$ cat src/rtl/instr_fetch_unit_if.sv
// Bus bundle between the fetch stage and its environment: the instruction
// memory port, the redirect request from execute and the IF/ID slot towards
// decode.
//
// Handshake: the IF/ID slot is offered while if_valid is high. It is consumed
// on a rising edge where if_valid && id_ready are both high. While if_valid is
// high and id_ready is low, every if_* output is held stable. A redirect may
// withdraw if_valid without a transfer, because it flushes the slot.
interface instr_fetch_unit_if;
  logic [31:0] imem_addr;
  logic [31:0] imem_rdata;
  logic        redirect_valid;
  logic [31:0] redirect_pc;
  logic        id_ready;
  logic        if_valid;
  logic [31:0] if_instr;
  logic [31:0] if_pc;
  logic [31:0] if_pc_plus4;
  logic        if_misaligned;

  // The fetch unit drives the memory address and the IF/ID slot.
  modport master (
    output imem_addr,
    input  imem_rdata,
    input  redirect_valid,
    input  redirect_pc,
    input  id_ready,
    output if_valid,
    output if_instr,
    output if_pc,
    output if_pc_plus4,
    output if_misaligned
  );

  // Memory, execute and decode sit on this side.
  modport slave (
    input  imem_addr,
    output imem_rdata,
    output redirect_valid,
    output redirect_pc,
    input  id_ready,
    input  if_valid,
    input  if_instr,
    input  if_pc,
    input  if_pc_plus4,
    input  if_misaligned
  );
endinterface

$ cat src/rtl/instr_fetch_unit.sv
// Fetch stage: owns the PC and drives the word address into instruction memory.
// It captures the returned word into a registered IF/ID slot, and takes redirects
// from execute. A misaligned redirect target produces a single trap entry, after
// which fetch is suspended until the next redirect arrives.
module instr_fetch_unit #(
  parameter logic [31:0] RESET_PC = 32'h0000_0000,
  parameter logic [31:0] NOP      = 32'h0000_0013
) (
  input  logic                clk,
  input  logic                rst,
  instr_fetch_unit_if.master  bus,
  output logic [1:0]          state_dbg
);

  typedef enum logic [1:0] {
    ST_RUN  = 2'd0,
    ST_TRAP = 2'd1,
    ST_HALT = 2'd2
  } state_t;

  state_t      state_q, state_d;
  logic [31:0] pc_q, pc_d;
  logic        valid_q, valid_d;
  logic [31:0] instr_q, instr_d;
  logic [31:0] ifpc_q, ifpc_d;
  logic [31:0] plus4_q, plus4_d;
  logic        mis_q, mis_d;
  logic        adv;
  logic [31:0] pc_inc;

  assign adv    = !valid_q || bus.id_ready;
  assign pc_inc = pc_q + 32'd4;

  // State, PC and IF/ID slot registers; reset empties the slot.
  always_ff @(posedge clk) begin
    if (rst) begin
      state_q <= ST_RUN;
      pc_q    <= RESET_PC;
      valid_q <= 1'b0;
      instr_q <= NOP;
      ifpc_q  <= 32'h0;
      plus4_q <= 32'h0;
      mis_q   <= 1'b0;
    end else begin
      state_q <= state_d;
      pc_q    <= pc_d;
      valid_q <= valid_d;
      instr_q <= instr_d;
      ifpc_q  <= ifpc_d;
      plus4_q <= plus4_d;
      mis_q   <= mis_d;
    end
  end

  // Next-state and slot update. A redirect beats advancing, and advancing beats holding.
  always_comb begin
    state_d = state_q;
    pc_d    = pc_q;
    valid_d = valid_q;
    instr_d = instr_q;
    ifpc_d  = ifpc_q;
    plus4_d = plus4_q;
    mis_d   = mis_q;
    if (bus.redirect_valid) begin
      // Flush the slot even under a decode stall; no word is captured this cycle.
      valid_d = 1'b0;
      mis_d   = 1'b0;
      pc_d    = bus.redirect_pc;
      state_d = (bus.redirect_pc[1:0] != 2'b00) ? ST_TRAP : ST_RUN;
    end else if (adv) begin
      case (state_q)
        ST_RUN: begin
          instr_d = bus.imem_rdata;
          ifpc_d  = pc_q;
          plus4_d = pc_inc;
          mis_d   = 1'b0;
          valid_d = 1'b1;
          pc_d    = pc_inc;
        end
        ST_TRAP: begin
          // Issue the trap entry once; the PC keeps the offending target.
          instr_d = NOP;
          ifpc_d  = pc_q;
          plus4_d = pc_inc;
          mis_d   = 1'b1;
          valid_d = 1'b1;
          state_d = ST_HALT;
        end
        ST_HALT: begin
          valid_d = 1'b0;
          mis_d   = 1'b0;
        end
        default: begin
          state_d = ST_RUN;
        end
      endcase
    end
  end

  assign bus.imem_addr     = {2'b00, pc_q[31:2]};
  assign bus.if_valid      = valid_q;
  assign bus.if_instr      = instr_q;
  assign bus.if_pc         = ifpc_q;
  assign bus.if_pc_plus4   = plus4_q;
  assign bus.if_misaligned = mis_q;
  assign state_dbg         = state_q;

endmodule

$ cat src/flat_wrapper.sv
// flat-port wrapper written by rule: the top's interface ports become plain ports
module instr_fetch_unit_flat 
#(
  parameter logic [31:0] RESET_PC = 32'h0000_0000,
  parameter logic [31:0] NOP      = 32'h0000_0013
)
  (clk, rst, state_dbg, bus_imem_addr, bus_imem_rdata, bus_redirect_valid, bus_redirect_pc, bus_id_ready, bus_if_valid, bus_if_instr, bus_if_pc, bus_if_pc_plus4, bus_if_misaligned);
  instr_fetch_unit_if bus_i ();
  input  logic clk;
  input  logic rst;
  output logic [1:0] state_dbg;
  output wire logic [$bits(bus_i.imem_addr)-1:0] bus_imem_addr;
  input wire logic [$bits(bus_i.imem_rdata)-1:0] bus_imem_rdata;
  input wire logic [$bits(bus_i.redirect_valid)-1:0] bus_redirect_valid;
  input wire logic [$bits(bus_i.redirect_pc)-1:0] bus_redirect_pc;
  input wire logic [$bits(bus_i.id_ready)-1:0] bus_id_ready;
  output wire logic [$bits(bus_i.if_valid)-1:0] bus_if_valid;
  output wire logic [$bits(bus_i.if_instr)-1:0] bus_if_instr;
  output wire logic [$bits(bus_i.if_pc)-1:0] bus_if_pc;
  output wire logic [$bits(bus_i.if_pc_plus4)-1:0] bus_if_pc_plus4;
  output wire logic [$bits(bus_i.if_misaligned)-1:0] bus_if_misaligned;
  assign bus_imem_addr = bus_i.imem_addr;
  assign bus_i.imem_rdata = bus_imem_rdata;
  assign bus_i.redirect_valid = bus_redirect_valid;
  assign bus_i.redirect_pc = bus_redirect_pc;
  assign bus_i.id_ready = bus_id_ready;
  assign bus_if_valid = bus_i.if_valid;
  assign bus_if_instr = bus_i.if_instr;
  assign bus_if_pc = bus_i.if_pc;
  assign bus_if_pc_plus4 = bus_i.if_pc_plus4;
  assign bus_if_misaligned = bus_i.if_misaligned;
  instr_fetch_unit #(.RESET_PC(RESET_PC), .NOP(NOP)) u_core (.clk(clk), .rst(rst), .bus(bus_i), .state_dbg(state_dbg));
endmodule
$ cat config.mk
export PLATFORM = sky130hd
export DESIGN_NAME = instr_fetch_unit_flat
export DESIGN_NICKNAME = d
export VERILOG_FILES = /design/src/rtl/instr_fetch_unit_if.sv /design/src/rtl/instr_fetch_unit.sv /design/src/flat_wrapper.sv
export SDC_FILE = /design/constraint.sdc
export NUM_CORES = 1
export LEC_CHECK = 0
export ABC_AREA = 0
export CAP_MARGIN = 40
export CORE_UTILIZATION = 45
export CTS_CLUSTER_SIZE = 12
export DETAILED_ROUTE_END_ITERATION = 10
export GPL_TIMING_DRIVEN = 0
export HOLD_SLACK_MARGIN = 0.12
export PLACE_DENSITY = 0.9
export SLEW_MARGIN = 0
export SYNTH_ARGS = -nofsm -noshare
export SYNTH_HDL_FRONTEND = slang
export SYNTH_SLANG_ARGS = --single-unit
$ cat constraint.sdc
create_clock -name clk -period 3 [get_ports clk]
set_clock_uncertainty 0.2 [all_clocks]
set_input_delay 0.6 -clock clk [delete_from_list [all_inputs] [get_ports clk]]
set_output_delay 0.6 -clock clk [all_outputs]
set_load 0.02 [all_outputs]
==> results.py, run 1 <==
metrics = {
    "route": {
        "wl_um": 19000,
        "via_per_inst": 5.42,
        "ant_nets": 0,
        "drc": 0,
        "wl_per_cell_um": 17.3,
        "num_vias": 5934,
        "drt-initial-drc-count": 528,
        "drt_first_pass_iters": 5,
    },
    "finish": {
        "stdcell_count": 1094,
        "nNetsFinal": 982,
        "fill_cells": 938,
        "diodes": 0,
        "syn2layout_area_growth_pct": 50.5,
        "final-seq-area_um2": 2600,
        "multi_input_area_um2": 2720,
        "drive_above_1_share_pct": 6.26,
    },
    "synth": {
        "synth.avg_cell_area_um2": 8.06,
        "yosys_most_used_dff": "dfxtp_1",
        "async_flop_share_pct": 0,
        "ys_warn_count": 0,
        "ys_ff_latch": 130,
        "synth.cell_area_um2": 5610,
        "synth.distinct_cells": 40,
        "synth.cells.most_frequent": "130 x dfxtp_1, 120 x nand2_1, 78 x nor2_1",
        "synth_most_common_cell": "dfxtp_1",
        "synth_top_area_share_pct": 46.4,
        "synth-seq-area-share_pct": 46.4,
        "syn_inst": 696,
        "synth_area_leaders": "dfxtp_1 46%, nand2_1 8.0%, a211oi_1 6.3%",
        "synth_edf_count": 0,
        "yosys.area.top_type": "dfxtp_1",
    },
    "timing": {
        "finalSetupViolCount": 0,
        "min_period_over_period_pct": 90.6,
        "hold_violations": 0,
        "tightest_slew_ns": 0.862,
        "maxSlewHeadroom_pct": 42.1,
        "setup-tns-final_ns": 0,
        "fmax_ghz": 0.368,
        "rsz0062_at_grt": "no",
        "layout_setup_ws_ns": 0.281,
        "period_minus_slack_ns": 2.72,
        "finalMaxSlewViolations": 0,
    },
    "run_status": {
        "outcome": "finished clean",
    },
    "cts": {
        "h-tree-depth": 4,
        "cts_tree": "built",
        "clk_latency_ns": 0.44,
        "clk_pin_slew_ns": 0.05,
        "clock-root-buffer": "clkbuf_16",
        "numCtsBuffers": 17,
        "clock_path_buffers": 2,
        "clock-sinks": 130,
        "cts_setup_buffers": 0,
    },
    "global_routing": {
        "overflow": 0,
        "use_met3_pct": 9.09,
        "use_met1_pct": 34.6,
        "top_usage_layer": "met2",
        "grt_max_degree": 17,
        "grt_first_pass_wirelength_um": 29500,
        "grt_use_met2_pct": 51.4,
        "grt_pass1_vias": 5706,
        "antenna_found_initial": 0,
        "grt_use_total_pct": 30.0,
    },
    "place": {
        "dp_slack_ns": -0.288,
        "dpl.hpwl_um": 13600,
        "globalplace.congestion": 0.930,
        "portBuffers": 196,
        "dpl.cell_count": 1062,
    },
    "die": {
        "io_pins": 200,
        "core_area_um2": 12100,
        "die_h_um": 114,
        "die_x_um": 114,
        "die_area_um2": 12900,
        "start_util_pct": 46.5,
        "rows": 40,
    },
    "critical_path": {
        "path_class": "in -> reg",
        "worstSetupStartpointType": "input pin",
        "end_kind": "flip-flop",
        "crit_path_max_fanout": 10,
        "arrival_ns": 2.87,
        "worst_ep_required_time_ns": 3.15,
    },
    "power_and_ir_drop": {
        "p_leak_nw": 3.00,
        "p_per_area_nw_per_um2": 598,
        "finalPower_mw": 5.05,
        "vdd_drop_max_uv": 416,
    },
    "hold_path": {
        "hold_path_class": "reg -> reg",
    },
    "run": {
        "drv_cap": 0,
    },
}
[routing by layer]
metal	routed length, um	up-vias
met5	0	-
met4	426	0
met3	2050	41
met2	9140	299
met1	7340	2779
li1	-	2815
[report_power, final]
| part | switching [mW] | total (mW) | internal [mW] | leakage [nW] |
|---|---|---|---|---|
| sequential | 0.0904 | 1.93 | 1.84 | 1.07 |
| combinational | 0.472 | 0.849 | 0.377 | 1.62 |
| clock | 0.763 | 2.27 | 1.51 | 0.310 |
| total | 1.33 | 5.05 | 3.73 | 3.00 |
[flip-flops by register name, indices dropped and copies added (netlist names)]
register and cells:
u_core.pc_q 32, u_core.bus.if_pc_plus4 32, u_core.bus.if_instr 32, u_core.state_dbg 2, u_core.bus.if_valid 1, u_core.bus.if_pc 30, u_core.bus.if_misaligned 1
[worst max-delay path, stage by stage]
cell and delay [ns]:
clkdlybuf4s50_1 0.49, nor2b_1 0.05, clkbuf_1 0.21, nor3_1 0.28, clkbuf_2 0.35, clkbuf_1 0.56
nand2_1 0.16, a21oi_1 0.16
[repair_timing]
| action | in CTS | in global routing |
|---|---|---|
| endpoints found under the setup margin | 0 | 14 |
| gates resized for setup | 0 | 2 |
| hold buffers | 0 | 0 |
[cells in the final DEF (no fill, tap or decap), drive strengths merged]
cell and n:
dfxtp 130, or4 1, bufinv 5, nand2b 2, xor2 37, nor2 78
conb 2, clkdlybuf4s50 196, mux2i 2, or3 9, and4 2, clkdlybuf4s15 1
and2 3, nand3 50, o21a 1, nand2 120, xnor2 14, nand4 17
a311oi 7, ha 1, clkbuf 67, nor3 12, o21bai 3, o21ai 8
nor4 4, a211oi 47, clkinvlp 2, clkinv 3, a21oi 69, o22ai 1
or2 2, inv 4, buf 20, and3 4, nor2b 2
[final timing paths]
kind                           start                         to  slack, ns  depth (start not counted)
max                     bus_id_ready  u_core.bus.if_pc_plus4[3]       0.28                          8
min          u_core.bus.if_instr[28]    u_core.bus.if_instr[28]       0.25                          2
max reg2reg           u_core.pc_q[2]            u_core.pc_q[22]       0.30                          7
min reg2reg  u_core.bus.if_instr[28]    u_core.bus.if_instr[28]       0.25                          2
[stage by stage]
step,cell area (um2),util [%],hold WS [ns]
floorplan,5610,-,0.231
global placement,7780,64.5,0.237
detailed placement,7800,64.6,0.244
CTS,8440,70.0,0.250
global route,8440,70.0,0.270
finish,8440,70.0,0.250
[area by class of cell]
| type | instances | share of cell area [%] |
|---|---|---|
| sequential | 130 | 30.8 |
| multi-input combinational | 498 | 32.2 |
| buffer | 65 | 3.31 |
| clock inverter | 10 | 2.13 |
| timing repair buffer | 197 | 23.4 |
| tap | 168 | 2.49 |
| inverter | 4 | 0.178 |
| clock buffer | 22 | 5.50 |
[cells by family after synthesis]
kind of cell	after synthesis	synth area share (%)
compound gates	136	14.9
xor+xnor	51	7.96
fa+ha+maj	1	0.223
buf+inv	69	5.22
flops	130	46.4
mux	2	0.357
other cells	1	0.0669
simple gates	306	24.9
Note: power is estimated with default switching activity, not from simulation.
==> run 2, diff against run 1 <==
CTS_CLUSTER_DIAMETER = 40   (was default)
==> results of run 2 <==
Final layout, timing and power as in run 1 (identical DEF).
==> run 3, diff against run 2 <==
CORE_MARGIN = 2   (was default)
==> results.py, run 3 (synthesized netlist as in run 1, its figures left out) <==
metrics = {
    "die": {
        "start_util_pct": 46.3,
        "die_h_um": 116,
        "rows": 40,
        "io_pins": 200,
        "core_area_um2": 12100,
        "die_x_um": 116,
        "die_area_um2": 13400,
    },
    "cts": {
        "h-tree-depth": 4,
        "clock_path_buffers": 2,
        "clock-sinks": 130,
        "clock-root-buffer": "clkbuf_16",
        "cts_tree": "built",
        "clk_latency_ns": 0.43,
        "numCtsBuffers": 17,
        "cts_hold_buf": 0,
        "clk_pin_slew_ns": 0.06,
    },
    "run_status": {
        "outcome": "finished clean",
    },
    "place": {
        "globalplace.congestion": 0.914,
        "portBuffers": 196,
        "placed_area_um2": 7800,
        "dpl.hpwl_um": 13900,
        "dp_slack_ns": -0.204,
        "dpl.cell_count": 1062,
    },
    "finish": {
        "final_cell_mix": "196 x clkdlybuf4s50_1, 130 x dfxtp_1, 120 x nand2_1",
        "drive_above_1_share_pct": 6.48,
        "diodes": 0,
        "syn2layout_area_growth_pct": 51.1,
        "nNetsFinal": 982,
        "stdcell_area_um2": 8470,
        "layout_commonest_cell": "clkdlybuf4s50_1",
        "final-seq-area_um2": 2600,
        "multi_input_area_um2": 2720,
        "stdcell_count": 1094,
        "fill_cells": 965,
    },
    "run": {
        "drv_cap": 0,
    },
    "power_and_ir_drop": {
        "finalPower_mw": 5.14,
        "seq_power_share_pct": 37.5,
        "p_leak_nw": 3.01,
        "pwr-share-clk_pct": 46.0,
        "comb_power_share_pct": 16.6,
        "power.switching_mw": 1.35,
        "p_int_mw": 3.79,
        "vdd_drop_max_uv": 399,
        "swShare_pct": 26.3,
        "p_per_area_nw_per_um2": 607,
    },
    "critical_path": {
        "r2r_cells": 7,
        "end_kind": "flip-flop",
        "path_class": "in -> reg",
        "crit_path_max_fanout": 10,
        "arrival_ns": 2.87,
        "worst_ep_required_time_ns": 3.07,
        "worstSetupStartpointType": "input pin",
    },
    "global_routing": {
        "antenna_found_initial": 0,
        "overflow": 0,
        "grt_first_pass_wirelength_um": 29400,
        "grt_max_degree": 17,
        "grt_use_total_pct": 28.9,
        "grt_pass1_vias": 5750,
    },
    "timing": {
        "fmax_ghz": 0.357,
        "setup-tns-final_ns": 0,
        "layout_setup_ws_ns": 0.200,
        "finalSetupViolCount": 0,
        "maxSlewHeadroom_pct": 42.0,
        "rsz0062_at_grt": "no",
        "min_period_over_period_pct": 93.3,
        "tightest_slew_ns": 0.863,
        "finalMaxSlewViolations": 0,
        "period_minus_slack_ns": 2.80,
        "hold_violations": 0,
    },
    "route": {
        "drt-initial-drc-count": 470,
        "wl_um": 19400,
        "met1_length_um": 7700,
        "routed.top_layer": "met4",
        "via_per_inst": 5.43,
        "routed-wl-met2_um": 9110,
        "drc": 0,
        "drt_first_pass_iters": 5,
        "num_vias": 5943,
        "ant_nets": 0,
        "wl_met3_um": 1900,
        "wl_per_cell_um": 17.7,
    },
    "hold_path": {
        "hold_depth": 2,
        "hold_path_class": "reg -> reg",
    },
}
-- run 3: repair_timing --
item	in CTS	in global routing
setup buffers	0	0
hold endpoints to repair	0	0
resized for setup	0	3
setup endpoints to repair	0	1
-- run 3: power by group through the flow --
stage	combinational [mW]	sequential (mW)	clock, mW
2_1_floorplan	0.300	2.07	0
3_3_place_gp	0.828	1.96	0
3_5_place_dp	0.840	1.96	0
4_1_cts	0.848	1.92	2.38
5_1_grt	0.910	1.94	2.46
6_report	0.853	1.93	2.36
-- run 3: layout make-up --
cell class / instances / share of cell area (%)
multi-input cells: 498 / 32.1
flip-flops and latches: 130 / 30.7
repair buffers: 197 / 23.3
clock buffers: 19 / 5.23
plain buffers: 65 / 3.29
clock inverters: 13 / 2.75
well taps: 168 / 2.48
inverters: 4 / 0.177
-- run 3: path summary, 6_finish.rpt --
check | startpoint | end | slack [ns]
setup reg to reg | u_core.pc_q[2] | u_core.pc_q[14] | 0.35
setup / recovery | bus_id_ready | u_core.bus.if_pc_plus4[17] | 0.20
hold reg to reg | u_core.bus.if_instr[21] | u_core.bus.if_instr[21] | 0.25
hold / removal | u_core.bus.if_instr[21] | u_core.bus.if_instr[21] | 0.25
-- run 3: per-stage QoR --
step | util (%) | hold slack, ns
after floorplan | - | 0.231
final | 70.0 | 0.248
after global routing | 70.0 | 0.263
after CTS | 69.9 | 0.251
after detailed placement | 64.4 | 0.244
after global placement | 64.3 | 0.237
-- run 3: per-layer routing --
layer,track usage (%),vias up
met3,8.42,57
met4,14.4,0
met2,48.1,317
li1,-,2820
met5,0,-
met1,34.2,2749
-- run 3: critical path, cell delays in order --
cell and delay, ns:
clkdlybuf4s50_1 0.51, nor2b_1 0.06, clkbuf_1 0.19, nor3_1 0.27
buf_1 0.52, clkbuf_1 0.53, a211oi_1 0.18
